### config.mk
export PLATFORM = sky130hd
export DESIGN_NAME = de_agex_latch
export DESIGN_NICKNAME = d
export VERILOG_FILES = /design/src/rtl/lc3b_pkg.sv /design/src/rtl/de_dep_check.sv /design/src/rtl/de_agex_latch.sv
export SDC_FILE = /design/constraint.sdc
export NUM_CORES = 1
export LEC_CHECK = 0
export ABC_AREA = 1
export CAP_MARGIN = 20
export CORE_ASPECT_RATIO = 1.2
export CORE_UTILIZATION = 42
export DETAILED_ROUTE_END_ITERATION = 6
export GPL_TIMING_DRIVEN = 0
export PLACE_DENSITY = 0.86
export SLEW_MARGIN = 20
export SYNTH_ARGS = -nofsm -noshare
export SYNTH_HDL_FRONTEND = slang
export SYNTH_SLANG_ARGS = --single-unit
### constraint.sdc
create_clock -name clk -period 6 [get_ports clk]
set_clock_uncertainty 0.15 [all_clocks]
set_input_delay 1.2 -clock clk [delete_from_list [all_inputs] [get_ports clk]]
set_output_delay 1.2 -clock clk [all_outputs]
set_load 0.02 [all_outputs]
### src/rtl/lc3b_pkg.sv
// Shared definitions for the LC-3b pipeline: datapath widths, control-store
// bit positions and the IDs that index the later pipeline stages.
package lc3b_pkg;

    localparam int CS_WIDTH      = 23;
    localparam int AGEX_CS_WIDTH = 20;
    localparam int WORD          = 16;

    localparam int SR1_NEEDED    = 0;
    localparam int SR2_NEEDED    = 1;
    localparam int DRMUX         = 2;
    localparam int ADDR1MUX      = 3;
    localparam int ADDR2MUX0     = 4;
    localparam int ADDR2MUX1     = 5;
    localparam int LSHF1         = 6;
    localparam int ADDRESSMUX    = 7;
    localparam int SR2MUX        = 8;
    localparam int ALUK0         = 9;
    localparam int ALUK1         = 10;
    localparam int ALU_RESULTMUX = 11;
    localparam int BR_OP         = 12;
    localparam int UNCOND_OP     = 13;
    localparam int TRAP_OP       = 14;
    localparam int BR_STALL      = 15;
    localparam int DCACHE_EN     = 16;
    localparam int DCACHE_RW     = 17;
    localparam int DATA_SIZE     = 18;
    localparam int DR_VALUEMUX0  = 19;
    localparam int DR_VALUEMUX1  = 20;
    localparam int LD_REG        = 21;
    localparam int LD_CC         = 22;

    localparam int NUM_STAGES = 3;

    typedef enum logic [1:0] {
        STAGE_AGEX = 2'd0,
        STAGE_MEM  = 2'd1,
        STAGE_SR   = 2'd2
    } stage_id_e;

    function automatic logic [5:0] cs_address(input logic [WORD-1:0] ir);
        return {ir[15:11], ir[5]};
    endfunction

endpackage

### src/rtl/de_dep_check.sv
// Purely combinational dependency detector: compares the DE source registers
// and the branch's CC use against writes pending in AGEX, MEM and SR.
module de_dep_check
    import lc3b_pkg::*;
(
    input  logic                       de_valid,
    input  logic                       sr1_needed,
    input  logic                       sr2_needed,
    input  logic                       br_op,
    input  logic [2:0]                 sr1_addr,
    input  logic [2:0]                 sr2_addr,
    input  logic [NUM_STAGES-1:0][2:0] drid,
    input  logic [NUM_STAGES-1:0]      v_ld_reg,
    input  logic [NUM_STAGES-1:0]      v_ld_cc,
    output logic                       dep_stall
);

    logic [NUM_STAGES-1:0] hit_sr1;
    logic [NUM_STAGES-1:0] hit_sr2;

    generate
        for (genvar gi = 0; gi < NUM_STAGES; gi++) begin : g_stage
            assign hit_sr1[gi] = v_ld_reg[gi] & (drid[gi] == sr1_addr);
            assign hit_sr2[gi] = v_ld_reg[gi] & (drid[gi] == sr2_addr);
        end
    endgenerate

    // SR is always checked: the register file gives no same-cycle write-through.
    assign dep_stall = de_valid & ((sr1_needed & (|hit_sr1)) |
                                   (sr2_needed & (|hit_sr2)) |
                                   (br_op & (|v_ld_cc)));

endmodule

### src/rtl/de_agex_latch.sv
// Decode stage of the pipelined LC-3b and the DE->AGEX pipeline register.
// The valid bit alone is gated by the dependency stall; data always loads.
module de_agex_latch
    import lc3b_pkg::*;
(
    input  logic                     clk,
    input  logic                     rst,
    input  logic                     de_valid,
    input  logic [WORD-1:0]          de_ir,
    input  logic [WORD-1:0]          de_npc,
    output logic [5:0]               cs_addr,
    input  logic [CS_WIDTH-1:0]      cs_bits,
    output logic [2:0]               rf_sr1_addr,
    output logic [2:0]               rf_sr2_addr,
    input  logic [WORD-1:0]          rf_sr1_data,
    input  logic [WORD-1:0]          rf_sr2_data,
    input  logic [2:0]               agex_drid_in,
    input  logic [2:0]               mem_drid_in,
    input  logic [2:0]               sr_drid_in,
    input  logic                     agex_v_ld_reg,
    input  logic                     mem_v_ld_reg,
    input  logic                     sr_v_ld_reg,
    input  logic                     agex_v_ld_cc,
    input  logic                     mem_v_ld_cc,
    input  logic                     sr_v_ld_cc,
    input  logic                     ld_agex,
    output logic                     dep_stall,
    output logic                     v_de_br_stall,
    output logic                     ld_de,
    output logic                     agex_valid,
    output logic [WORD-1:0]          agex_npc,
    output logic [WORD-1:0]          agex_ir,
    output logic [WORD-1:0]          agex_sr1,
    output logic [WORD-1:0]          agex_sr2,
    output logic [AGEX_CS_WIDTH-1:0] agex_cs,
    output logic [2:0]               agex_drid
);

    logic [NUM_STAGES-1:0][2:0] stage_drid;
    logic [NUM_STAGES-1:0]      stage_v_ld_reg;
    logic [NUM_STAGES-1:0]      stage_v_ld_cc;
    logic [2:0]                 drid;

    assign cs_addr     = cs_address(de_ir);
    assign rf_sr1_addr = de_ir[8:6];
    // Stores read the source data register from [11:9].
    assign rf_sr2_addr = de_ir[13] ? de_ir[11:9] : de_ir[2:0];
    assign drid        = cs_bits[DRMUX] ? 3'b111 : de_ir[11:9];

    assign stage_drid[STAGE_AGEX]     = agex_drid_in;
    assign stage_drid[STAGE_MEM]      = mem_drid_in;
    assign stage_drid[STAGE_SR]       = sr_drid_in;
    assign stage_v_ld_reg[STAGE_AGEX] = agex_v_ld_reg;
    assign stage_v_ld_reg[STAGE_MEM]  = mem_v_ld_reg;
    assign stage_v_ld_reg[STAGE_SR]   = sr_v_ld_reg;
    assign stage_v_ld_cc[STAGE_AGEX]  = agex_v_ld_cc;
    assign stage_v_ld_cc[STAGE_MEM]   = mem_v_ld_cc;
    assign stage_v_ld_cc[STAGE_SR]    = sr_v_ld_cc;

    de_dep_check u_dep_check (
        .de_valid   (de_valid),
        .sr1_needed (cs_bits[SR1_NEEDED]),
        .sr2_needed (cs_bits[SR2_NEEDED]),
        .br_op      (cs_bits[BR_OP]),
        .sr1_addr   (rf_sr1_addr),
        .sr2_addr   (rf_sr2_addr),
        .drid       (stage_drid),
        .v_ld_reg   (stage_v_ld_reg),
        .v_ld_cc    (stage_v_ld_cc),
        .dep_stall  (dep_stall)
    );

    assign v_de_br_stall = de_valid & cs_bits[BR_STALL];
    assign ld_de         = ld_agex & ~dep_stall;

    always_ff @(posedge clk or posedge rst) begin
        if (rst) begin
            agex_valid <= 1'b0;
            agex_npc   <= '0;
            agex_ir    <= '0;
            agex_sr1   <= '0;
            agex_sr2   <= '0;
            agex_cs    <= '0;
            agex_drid  <= '0;
        end else if (ld_agex) begin
            agex_valid <= de_valid & ~dep_stall;
            agex_npc   <= de_npc;
            agex_ir    <= de_ir;
            agex_sr1   <= rf_sr1_data;
            agex_sr2   <= rf_sr2_data;
            agex_cs    <= cs_bits[CS_WIDTH-1:3];
            agex_drid  <= drid;
        end
    end

endmodule

Word-level counts from Yosys, hierarchy flattened
Cells that the tools add are included.

cells by class
  equal/unequal tests = 6
  multiplexer cells = 2
  bitwise operators = 16
  reductions and logical operators = 3

operators with widths
  kind              number
  $eq A3 B3 Y1      6
  $and A1 B1 Y1     13
  $reduce_or A3 Y1  3
  $mux W3           2
  $or A1 B1 Y1      2
  $not A1 Y1        1

storage, ports and cells
  register bits after elaboration = 88
  input bits = 106
  output and inout port bits = 103
  word-level logic and storage cells = 34

Longest topological paths before layout
Gate-level depths: netlist (run 1).

  depth in word-level cells = 10
  gate-level depth with buffers = 11
  gate-level depth less buffers = 11

Hierarchy
From an unflattened synthesis (run 1), not the netlist that was laid out.

second synthesis, totals
  cell total of the unflattened synthesis = 484
  area, all modules = 3847.4 µm²

modules (own cells, without submodules)
  module         instances  cells an instance  area an instance (µm²)  seq. area each (µm²)
  de_agex_latch  1          392                3468.3                  2202.1
  de_dep_check   1          92                 379.1                   0.0

Worst setup path after synthesis (run 1)
No wires, ideal clock.

  kind = input to output
  start point = input port de_ir[13]
  end point = output port ld_de
  arrival time = 2165 ps
  data required time = 4650 ps
  setup slack = 2485 ps
  stages on the path = 11
  buffers on the path = 0
  cells stage by stage = inv_2 nand2_2 nand2_2 nand2_1 nand2_1 nor2_1 nand2_1 nand3_2 nand2_2 nand2_2 a21oi_2

on the way
  longest elaborated chain between the ends = 10
  elaborated cells on any way between the ends = 14
  those cells by class = eq/ne (3); mux (1); bitwise (9); reduce/logical (1)

RTL lines
  item                RTL line             RTL
  start: declaration  de_agex_latch.sv:9   input logic [WORD-1:0] de_ir,
  $mux W3 *           de_agex_latch.sv:47  assign rf_sr2_addr = de_ir[13] ? de_ir[11:9] : de_ir[2:0];
  via rf_sr2_addr[2]  de_agex_latch.sv:14  output logic [2:0] rf_sr2_addr,
  $eq A3 B3 Y1        de_dep_check.sv:24   assign hit_sr2[gi] = v_ld_reg[gi] & (drid[gi] == sr2_addr);
  $and A1 B1 Y1       de_dep_check.sv:24
  $reduce_or A3 Y1 *  de_dep_check.sv:30   (sr2_needed & (|hit_sr2)) |
  $and A1 B1 Y1 *     de_dep_check.sv:30
  $or A1 B1 Y1 *      de_dep_check.sv:29   assign dep_stall = de_valid & ((sr1_needed & (|hit_sr1)) |
  $or A1 B1 Y1 *      de_dep_check.sv:30
  $and A1 B1 Y1 *     de_dep_check.sv:29
  $not A1 Y1 *        de_agex_latch.sv:74  assign ld_de = ld_agex & ~dep_stall;
  $and A1 B1 Y1 *     de_agex_latch.sv:74
  end: declaration    de_agex_latch.sv:29  output logic ld_de,

Mark *: on every way through the listed nets, which the timed path passes. The rest lies on a longest branch.

Worst setup path in the final report (run 1)
  start point = input port de_ir[13]
  end point = output port dep_stall

on the way
  longest elaborated chain between the ends = 8
  elaborated cells on any way between the ends = 12
  those cells by class = eq/ne (3); mux (1); bitwise (7); reduce/logical (1)

RTL lines
  item                RTL line             RTL
  $mux W3 *           de_agex_latch.sv:47
  $eq A3 B3 Y1        de_dep_check.sv:24
  $and A1 B1 Y1       de_dep_check.sv:24
  $reduce_or A3 Y1 *  de_dep_check.sv:30
  $and A1 B1 Y1 *     de_dep_check.sv:30
  $or A1 B1 Y1 *      de_dep_check.sv:29
  $or A1 B1 Y1 *      de_dep_check.sv:30
  $and A1 B1 Y1 *     de_dep_check.sv:29
  end: declaration    de_agex_latch.sv:27  output logic dep_stall,

Every way passes the cells marked *; elsewhere a longest branch is shown, timed or not.

==> flow_summary_export.csv, run 1 <==
group,metric,value,unit
job,max_cap_viol_count,0,
outcome,status,"finished clean",
clocking,clock_sinks,88,
clocking,worstSkewPairLatency,0.35,ns
clocking,cts_tree,"built",
critical_path,rr_worst_depth,2,
sta,finalSetupTns,0,ns
drt,drc,0,
placement,routabilityCongestion,0.996,
clocking,root_buffer,"clkbuf_8",
cells_and_area,nets,810,
synthesis,netlist_area,3820,µm²
power,switching_share,28.1,%
synthesis,synth_fp_nets,591,
sta,slew_headroom,60.9,%
power,leakage,3.13,nW
synthesis,synth.avg_cell_area,7.88,µm²
clocking,clk_pin_slew,0.07,ns
global_routing,grt_pass1_vias,3884,
critical_path,end_kind,"output pin",
critical_path,worstPathRequired,4.65,ns
clocking,cts_setup_buffers,0,
clocking,numCtsBuffers,9,
placement,pre_cts_slack,1.18,ns
power,clkPwrFrac,29.5,%
drt,post_drt_via_cell_ratio,4.75,
sta,setup_viol,0,
clocking,cts_hold_buf,0,
drt,drtPass1Iterations,4,
cells_and_area,num_antenna_cells,0,
floorplanning,core.rowCount,37,
clocking,cts_resized,0,
sta,fmax,0.204,GHz
power,p_per_area,243,nW/µm²
sta,hold_viol_final,0,
synthesis,synthCells,485,
cells_and_area,drive_gt1_share,6.07,%
cells_and_area,area_delta_synth_final,64.6,%
sta,holdWs,0.323,ns
power,p_seq_share,44.0,%
power,combinationalPowerShare,26.5,%
synthesis,synth_area_leaders,"dfrtp_1, nand2_1, inv_1, nand3_1, o21ai_0",
power,peakVddDrop,0.128,mV
clocking,clock_path_buffers,2,
placement,io_buffers,207,
synthesis,synthFlopType,"dfrtp_1",
floorplanning,initial_utilization,43.9,%
floorplanning,dieArea,9490,µm²
global_routing,grt_usage,25.1,%
synthesis,yosysSeqAreaShare,57.6,%
synthesis,yosys.cell_count.top_type,"nand2_1",
critical_path,critPathArrivalTime,3.56,ns
critical_path,start_kind,"input port",
sta,slew_violations,0,
synthesis,yosysTopAreaCellShare,57.6,%
sta,tightest_slew,0.587,ns
sta,layout_setup_ws,1.09,ns
sta,period_minus_slack,4.91,ns
synthesis,synth_edf_count,0,
global_routing,grt_pass1_wl,18.0,mm
floorplanning,die_w,89.1,µm
power,p_sw,0.000429,W
drt,wl_per_cell,14.1,µm
sta,rsz0062_at_grt,"false",
critical_path,crit_fanout,8,
global_routing,grt_max_degree,48,
global_routing,globalRouteOverflowTotal,0,
floorplanning,die-height,107,µm
min_path,whs_path_depth,2,
drt,wl,11.6,mm
min_path,min_path_type,"flop to flop",
synthesis,synth_top_cells_by_count,"nand2_1, dfrtp_1, inv_1",
power,p_int,0.00110,W
floorplanning,io_pins,209,
sta,finalCritPeriodShare,81.9,%
clocking,htreeDepth,3,
placement,dp_hpwl,9.15,mm
drt,via_count,3917,
global_routing,antenna_found_initial,0,
drt,ant_nets,0,
synthesis,synth_warnings,0,
cells_and_area,utilization,72.3,%
synthesis,synth_largest_area_cell,"dfrtp_1",
synthesis,ys_seq_elements,88,
floorplanning,core,8700,µm²
power,finalPower,0.00153,W
synthesis,synthDistinctLibCells,20,
critical_path,worstSetupPathType,"input port to output pin",
drt,drt-initial-drc-count,171,
synthesis,async_reset_ff_share,100,%
==> worst max-delay path: stages <==
cell and delay [ns]:
clkdlybuf4s50_1 0.70, inv_2 0.16, nand2_2 0.12, nand2_2 0.07, nand2_1 0.11, nand2_1 0.06, nor2_1 0.15, nand2_1 0.10
nand3_2 0.10, nand2_2 0.07, a21boi_2 0.11, clkdlybuf4s50_1 0.60
==> final timing paths <==
kind	slack, ns	endpoint	from
worst min register to register	0.32	agex_sr1[5]	agex_sr1[5]
max in group asynchronous	3.98	agex_cs[8]	rst
worst max register to register	5.16	agex_cs[9]	agex_cs[9]
worst max-delay path	1.09	dep_stall	de_ir[13]
min in group asynchronous	1.11	agex_sr1[8]	rst
worst min-delay path	0.32	agex_sr1[5]	agex_sr1[5]
==> layer usage <==
metal | track usage [%] | vias up | share of wire, %
li1 | - | 1891 | -
met4 | 12.5 | 0 | 3.5
met2 | 44.8 | 181 | 51
met5 | 0 | - | 0
met3 | 7.92 | 33 | 9.3
met1 | 25.6 | 1812 | 36
==> final cells by class <==
type | count | area [µm²]
fillers | 656 | 2410
flip-flops and latches | 88 | 2200
repair buffers | 208 | 2100
multi-input cells | 345 | 1390
clock buffers | 12 | 155
well taps | 117 | 146
plain buffers | 28 | 143
inverters | 24 | 92.6
clock inverters | 3 | 65.1
==> cells in the final DEF, fill, tap and decap left out, types with 2 or more instances in the layout <==
| cell | count |
|---|---|
| nand2_1 | 283 |
| clkdlybuf4s50_1 | 207 |
| dfrtp_1 | 88 |
| inv_1 | 21 |
| clkbuf_1 | 17 |
| nor2_1 | 16 |
| o21ai_0 | 14 |
| nand3_1 | 14 |
| clkbuf_8 | 11 |
| buf_4 | 9 |
| nand2_2 | 8 |
| buf_2 | 3 |
| inv_2 | 2 |
| a21oi_1 | 2 |
| bufinv_16 | 2 |
==> stage by stage <==
stage / instances / cell area (µm²)
3_3_place_gp: 809 / 6040
6_report: 825 / 6290
2_1_floorplan: 485 / 3820
3_5_place_dp: 810 / 6070
5_1_grt: 825 / 6290
4_1_cts: 825 / 6290
==> registers in the layout, indices dropped and copies added, names as in the netlist <==
register and cells:
agex_valid 1, agex_sr2 16, agex_drid 3, agex_sr1 16, agex_cs 20, agex_npc 16, agex_ir 16
==> power groups by stage <==
stage | Clock [W] | Sequential (W) | Combinational, W
global route | 0.000483 | 0.000679 | 0.000437
detailed placement | 0 | 0.000684 | 0.000407
floorplan | 0 | 0.000750 | 0.000108
global placement | 0 | 0.000682 | 0.000395
finish | 0.000451 | 0.000673 | 0.000405
CTS | 0.000457 | 0.000673 | 0.000408
==> cell families after synthesis <==
kind of cell    share of synthesized area, %
simple gates                            33.0
compound gates                          3.04
buf+inv                                 6.09
flops                                   57.6
xor+xnor                               0.229
Power figures use the tool's default switching activity.
==> run 2, diff against run 1 <==
Settings changed: CORE_UTILIZATION 42 to 39, PLACE_DENSITY 0.86 to 0.81.
Clock period 6 ns to 4.7 ns, I/O delays scaled along.
==> run 2 against run 1 <==
Utilization decreased by 5.4 points. Power is 35% higher. Cell count is 0.85% higher. Count of clock-buffer cells in the layout up 1. Sequential share of layout area fell by 0.39 points. Largest power group unchanged.
==> flow_summary_export.csv, run 2 (synthesized netlist as in run 1, its figures left out) <==
group,metric,value,unit
global_routing,grt_max_degree,47,
placement,routabilityCongestion,0.880,
clocking,worstSkewPairLatency,0.33,ns
power,p_per_area,324,nW/µm²
drt,drtPass1Iterations,4,
job,max_cap_viol_count,0,
sta,finalSetupTns,0,ns
floorplanning,dieArea,10200,µm²
drt,ant_nets,0,
placement,io_buffers,207,
drt,drc,0,
global_routing,grt_usage,23.4,%
global_routing,globalRouteOverflowTotal,0,
drt,drt-initial-drc-count,109,
clocking,numCtsBuffers,9,
power,finalPower,0.00206,W
sta,slew_headroom,63.5,%
clocking,clock_sinks,88,
cells_and_area,top_register,"agex_cs",
floorplanning,core,9520,µm²
critical_path,worstPathRequired,3.61,ns
global_routing,grt_pass1_wl,18.5,mm
cells_and_area,area_delta_synth_final,66.4,%
drt,wl,11.5,mm
clocking,clk_pin_slew,0.06,ns
cells_and_area,layout_common_cells,"nand2_1, clkdlybuf4s50_1, dfrtp_1",
floorplanning,die_w,92.4,µm
power,peakVddDrop,0.168,mV
sta,setup_viol,0,
drt,via_count,3861,
min_path,min_path_type,"flop to flop",
clocking,cts_resized,0,
clocking,cts_setup_buffers,0,
outcome,status,"finished clean",
sta,rsz0062_at_grt,"false",
sta,fmax,0.231,GHz
cells_and_area,fillers,817,
critical_path,crit_fanout,8,
critical_path,critPathArrivalTime,3.23,ns
sta,tightest_slew,0.547,ns
drt,post_drt_via_cell_ratio,4.64,
sta,hold_viol_final,0,
cells_and_area,mostFrequentLayoutCell,"nand2_1",
global_routing,grt_pass1_vias,3933,
floorplanning,die-height,110,µm
power,leakage,3.15,nW
cells_and_area,drive_gt1_share,5.78,%
drt,wl_per_cell,13.8,µm
sta,slew_violations,0,
placement,dp_hpwl,8.92,mm
critical_path,start_kind,"input port",
cells_and_area,utilization,66.9,%
floorplanning,initial_utilization,40.2,%
critical_path,worstSetupPathType,"input port to output pin",
clocking,cts_hold_buf,0,
clocking,clock_path_buffers,2,
clocking,htreeDepth,3,
cells_and_area,nets,810,
floorplanning,core.rowCount,39,
sta,period_minus_slack,4.32,ns
clocking,root_buffer,"clkbuf_16",
clocking,cts_tree,"built",
cells_and_area,post_layout_nonfiller_instances,832,
floorplanning,io_pins,209,
cells_and_area,num_antenna_cells,0,
placement,dp.cells,816,
cells_and_area,largest_reg_flops,20,
sta,finalCritPeriodShare,92.0,%
critical_path,end_kind,"output pin",
global_routing,antenna_found_initial,0,
## run 2: cell types whose count changed in the layout (fill, tap and decap cells not counted)
cell	previous run	this run
bufinv_16	2	1
clkbuf_1	17	20
clkbuf_16	0	9
clkbuf_8	11	0
clkinvlp_4	0	1
## run 2: final timing paths
check	startpoint	to	slack [ns]	depth (start not counted)
worst min register to register	agex_sr1[14]	agex_sr1[14]	0.32	2
worst max register to register	agex_cs[9]	agex_cs[9]	3.86	2
min in group asynchronous	rst	agex_ir[5]	0.87	2
max in group asynchronous	rst	agex_ir[11]	2.93	3
worst min-delay path	agex_sr1[14]	agex_sr1[14]	0.32	2
worst max-delay path	de_ir[13]	ld_de	0.38	13
## run 2: cell type report
type,count,area [µm²],share of cell area (%)
Tap cell,123,154,2.42
Multi-Input combinational cell,345,1390,21.8
Clock inverter,3,42.5,0.669
Timing Repair Buffer,208,2100,33.0
Sequential cell,88,2200,34.6
Buffer,28,143,2.24
Inverter,24,92.6,1.46
Clock buffer,13,240,3.78
## run 2: where the power goes
group / internal (W) / switching (W) / total, W
combinational: 0.000256 / 0.000259 / 0.000515
clock: 0.000412 / 0.000274 / 0.000686
sequential: 0.000825 / 0.0000363 / 0.000861
## run 2: layer usage
| metal | global-route usage [%] | part of all wire (%) | up-vias |
|---|---|---|---|
| li1 | - | - | 1902 |
| met1 | 26.7 | 39 | 1769 |
| met2 | 40.1 | 50 | 165 |
| met3 | 6.75 | 7.7 | 25 |
| met4 | 10.6 | 2.8 | 0 |
| met5 | 0 | 0 | - |
## run 2: critical path, stage by stage
cell             delay, ns
clkdlybuf4s50_1       0.59
inv_2                 0.24
nand2_2               0.10
nand2_2               0.09
nand2_1               0.07
nand2_1               0.06
nor2_1                0.04
nand2_1               0.06
nand3_2               0.10
nand2_2               0.09
nand2_2               0.07
a21oi_2               0.14
clkdlybuf4s50_1       0.63
## run 2: stage by stage
step                      hold slack [ns]  setup slack [ns]  area, µm²
after floorplan                     0.434              1.33       3820
after global routing                0.343             0.243       6360
after detailed placement            0.309             0.403       6080
after CTS                           0.322             0.394       6360
final                               0.317             0.375       6360
after global placement              0.304            0.0493       6050
==> run 3, diff against run 2 <==
Settings changed: MAX_ROUTING_LAYER set to met4, PLACE_DENSITY 0.81 to 0.8, SYNTH_HIERARCHICAL set to 1.
==> run 3 against run 2 <==
Global-route usage rose by 0.52 points. Critical path depth rose by 1. Flip-flop and latch count did not move. Register-to-register slack improved by 0.04 ns. Critical path type unchanged. Largest cell class unchanged.
==> flow_summary_export.csv, run 3 <==
group,metric,value,unit
cells_and_area,area_delta_synth_final,66.1,%
drt,wl,11.4,mm
sta,finalSetupTns,0,ns
sta,slew_violations,0,
critical_path,cpMostUsedCell,"nand2_1",
cells_and_area,fillers,773,
critical_path,path_buf_inv,5,
synthesis,synth_xor_area_share,0,%
synthesis,synth_edf_count,0,
cells_and_area,multi_input_area,1350,µm²
power,peakVddDrop,0.195,mV
sta,setup_viol,0,
sta,finalCritPeriodShare,92.2,%
synthesis,synth_area_leaders,"dfrtp_1, nand2_1, buf_4, nor2_1, inv_1",
global_routing,antenna_found_initial,0,
critical_path,critPathSlowestCell,"clkdlybuf4s50_1",
critical_path,end_kind,"output pin",
outcome,status,"finished clean",
synthesis,synthDistinctLibCells,15,
power,p_per_area,322,nW/µm²
cells_and_area,mostFrequentLayoutCell,"nand2_1",
synthesis,synth.avg_cell_area,7.95,µm²
critical_path,cp-startpoint,"de_ir[0]",
sta,period_minus_slack,4.34,ns
synthesis,synth_warnings,6,
floorplanning,initial_utilization,40.2,%
cells_and_area,layout_common_cells,"nand2_1, clkdlybuf4s50_1, dfrtp_1",
floorplanning,die_w,92.7,µm
power,finalPower,0.00206,W
placement,dp_hpwl,9.01,mm
power,combinationalPowerShare,25.2,%
synthesis,yosysSeqAreaShare,57.2,%
drt,wl_per_cell,13.8,µm
drt,drc,0,
power,p_seq_share,41.9,%
floorplanning,die-height,111,µm
critical_path,crit_fanout,4,
synthesis,synthSimpleGateAreaFrac,33.0,%
synthesis,yosys-mux-area-fraction,0,%
drt,drtPass1Iterations,4,
cells_and_area,seq_area,2200,µm²
clocking,worstSkewPairLatency,0.33,ns
critical_path,cp_cell_sequence,"clkdlybuf4s50_1 > inv_1 > o21ai_1 > inv_2 > o21ai_1 > nor2_1 > nand2_1 > nand3_2 > nand2_1 > nand3_1 > nand2_1 > inv_1 > nor2_1 > clkdlybuf4s50_1",
power,clkPwrFrac,32.9,%
synthesis,synth_fa_ha_area_share,0,%
cells_and_area,drive_gt1_share,7.21,%
job,max_cap_viol_count,0,
clocking,cts_tree,"built",
drt,drt-initial-drc-count,140,
critical_path,critPathArrivalTime,3.25,ns
critical_path,worstPathRequired,3.61,ns
global_routing,grt_pass1_vias,3895,
global_routing,grt_usage,24.0,%
clocking,cts_setup_buffers,0,
placement,routabilityCongestion,0.864,
synthesis,async_reset_ff_share,100,%
sta,layout_setup_ws,0.365,ns
min_path,min_from,"agex_npc[5]",
power,p_sw,0.000561,W
synthesis,synthFlopType,"dfrtp_1",
critical_path,worstSetupPathType,"input port to output pin",
placement,pre_cts_slack,-0.0170,ns
synthesis,synth_top_family_by_area,"simple AND/OR/NAND/NOR gates",
power,p_int,0.00150,W
floorplanning,core,9560,µm²
cells_and_area,utilization,66.8,%
synthesis,yosysTopAreaCellShare,57.2,%
min_path,min_path_type,"flop to flop",
global_routing,globalRouteOverflowTotal,0,
power,leakage,3.24,nW
cells_and_area,nets,809,
synthesis,synthCells,484,
clocking,clock_sinks,88,
synthesis,synth_top_cells_by_count,"nand2_1, dfrtp_1, buf_4",
placement,io_buffers,207,
synthesis,synth_fp_nets,590,
synthesis,yosys.cell_count.top_type,"nand2_1",
global_routing,grt_pass1_wl,18.7,mm
cells_and_area,top_register,"agex_cs",
floorplanning,core.rowCount,39,
critical_path,critical-path-top-delay-family,"buffers and inverters",
synthesis,ys_seq_elements,88,
clocking,root_buffer,"clkbuf_16",
floorplanning,io_pins,209,
sta,hold_viol_final,0,
synthesis,synth_largest_area_cell,"dfrtp_1",
sta,fmax,0.231,GHz
global_routing,grt_max_degree,49,
clocking,cts_hold_buf,0,
sta,slew_headroom,64.7,%
synthesis,netlist_area,3850,µm²
critical_path,rr_startpoint,"agex_cs[8]",
synthesis,synth_compound_area_share,1.98,%
drt,post_drt_via_cell_ratio,4.57,
sta,tightest_slew,0.530,ns
critical_path,critical-path-max-stage-delay,0.61,ns
clocking,clk_pin_slew,0.06,ns
clocking,clock_path_buffers,2,
critical_path,start_kind,"input port",
power,switching_share,27.3,%
sta,rsz0062_at_grt,"false",
cells_and_area,num_antenna_cells,0,
floorplanning,dieArea,10300,µm²
clocking,htreeDepth,3,
drt,via_count,3795,
clocking,numCtsBuffers,9,
drt,ant_nets,0,
cells_and_area,largest_reg_flops,20,
## run 3: cell count changes after synthesis, moves of 2 or more
| cell | before | now |
|---|---|---|
| nor2_1 | 16 | 19 |
| buf_4 | 9 | 20 |
| nand2_1 | 283 | 311 |
| inv_2 | 2 | 5 |
| o21ai_0 | 14 | 10 |
| buf_6 | 0 | 4 |
| nand3_1 | 14 | 1 |
| inv_1 | 22 | 16 |
| a21oi_1 | 2 | 0 |
| clkbuf_1 | 16 | 1 |
| nand2_2 | 8 | 0 |
## run 3: worst paths after layout
path	endpoint	slack, ns	cells after the start
worst min-delay path	agex_npc[5]	0.32	2
worst max register to register	agex_cs[8]	3.90	2
max in group asynchronous	agex_npc[2]	2.93	3
worst max-delay path	ld_de	0.36	14
min in group asynchronous	agex_cs[11]	0.86	2
worst min register to register	agex_npc[5]	0.32	2
## run 3: power by group through the flow
stage	Sequential, W	Combinational, W	Clock [W]
3_3_place_gp	0.000872	0.000508	0
4_1_cts	0.000862	0.000523	0.000693
2_1_floorplan	0.000958	0.000142	0
6_report	0.000862	0.000518	0.000676
3_5_place_dp	0.000875	0.000521	0
5_1_grt	0.000869	0.000559	0.000732
## run 3: what timing repair did
action                     in CTS  in global routing
resized for setup               1                  4
setup endpoints to repair       1                  2
cloned                          0                  0
## run 3: layer usage
metal,global-route usage (%),vias up,part of all wire (%)
li1,-,1871,-
met1,27.9,1759,40
met2,40.5,145,52
met3,4.32,20,5.4
met4,9.85,0,2.6
met5,-,-,0
## run 3: per-stage QoR
stage	instance area [µm²]	cells	hold WS, ns
after floorplan	3850	484	0.427
after CTS	6380	830	0.323
after global routing	6390	830	0.345
after global placement	6070	814	0.302
final	6390	830	0.318
after detailed placement	6100	815	0.308
## run 3: layout make-up
cell class,instances,share of cell area (%)
flip-flops and latches,88,34.5
repair buffers,208,32.9
multi-input cells,346,21.1
clock buffers,12,3.70
plain buffers,29,3.43
well taps,123,2.41
inverters,21,1.27
clock inverters,3,0.685
## run 3: cell families after synthesis
group | Yosys count
AND/OR/NAND/NOR | 334
AO/OA/AOI/OAI | 12
flip-flops | 88
buffers and inverters | 50
## run 3: worst min-delay path: cells and delay by family, from the launching register on
family           cells  cell delay, ns
flip-flops           1            0.34
AND/OR/NAND/NOR      2            0.10
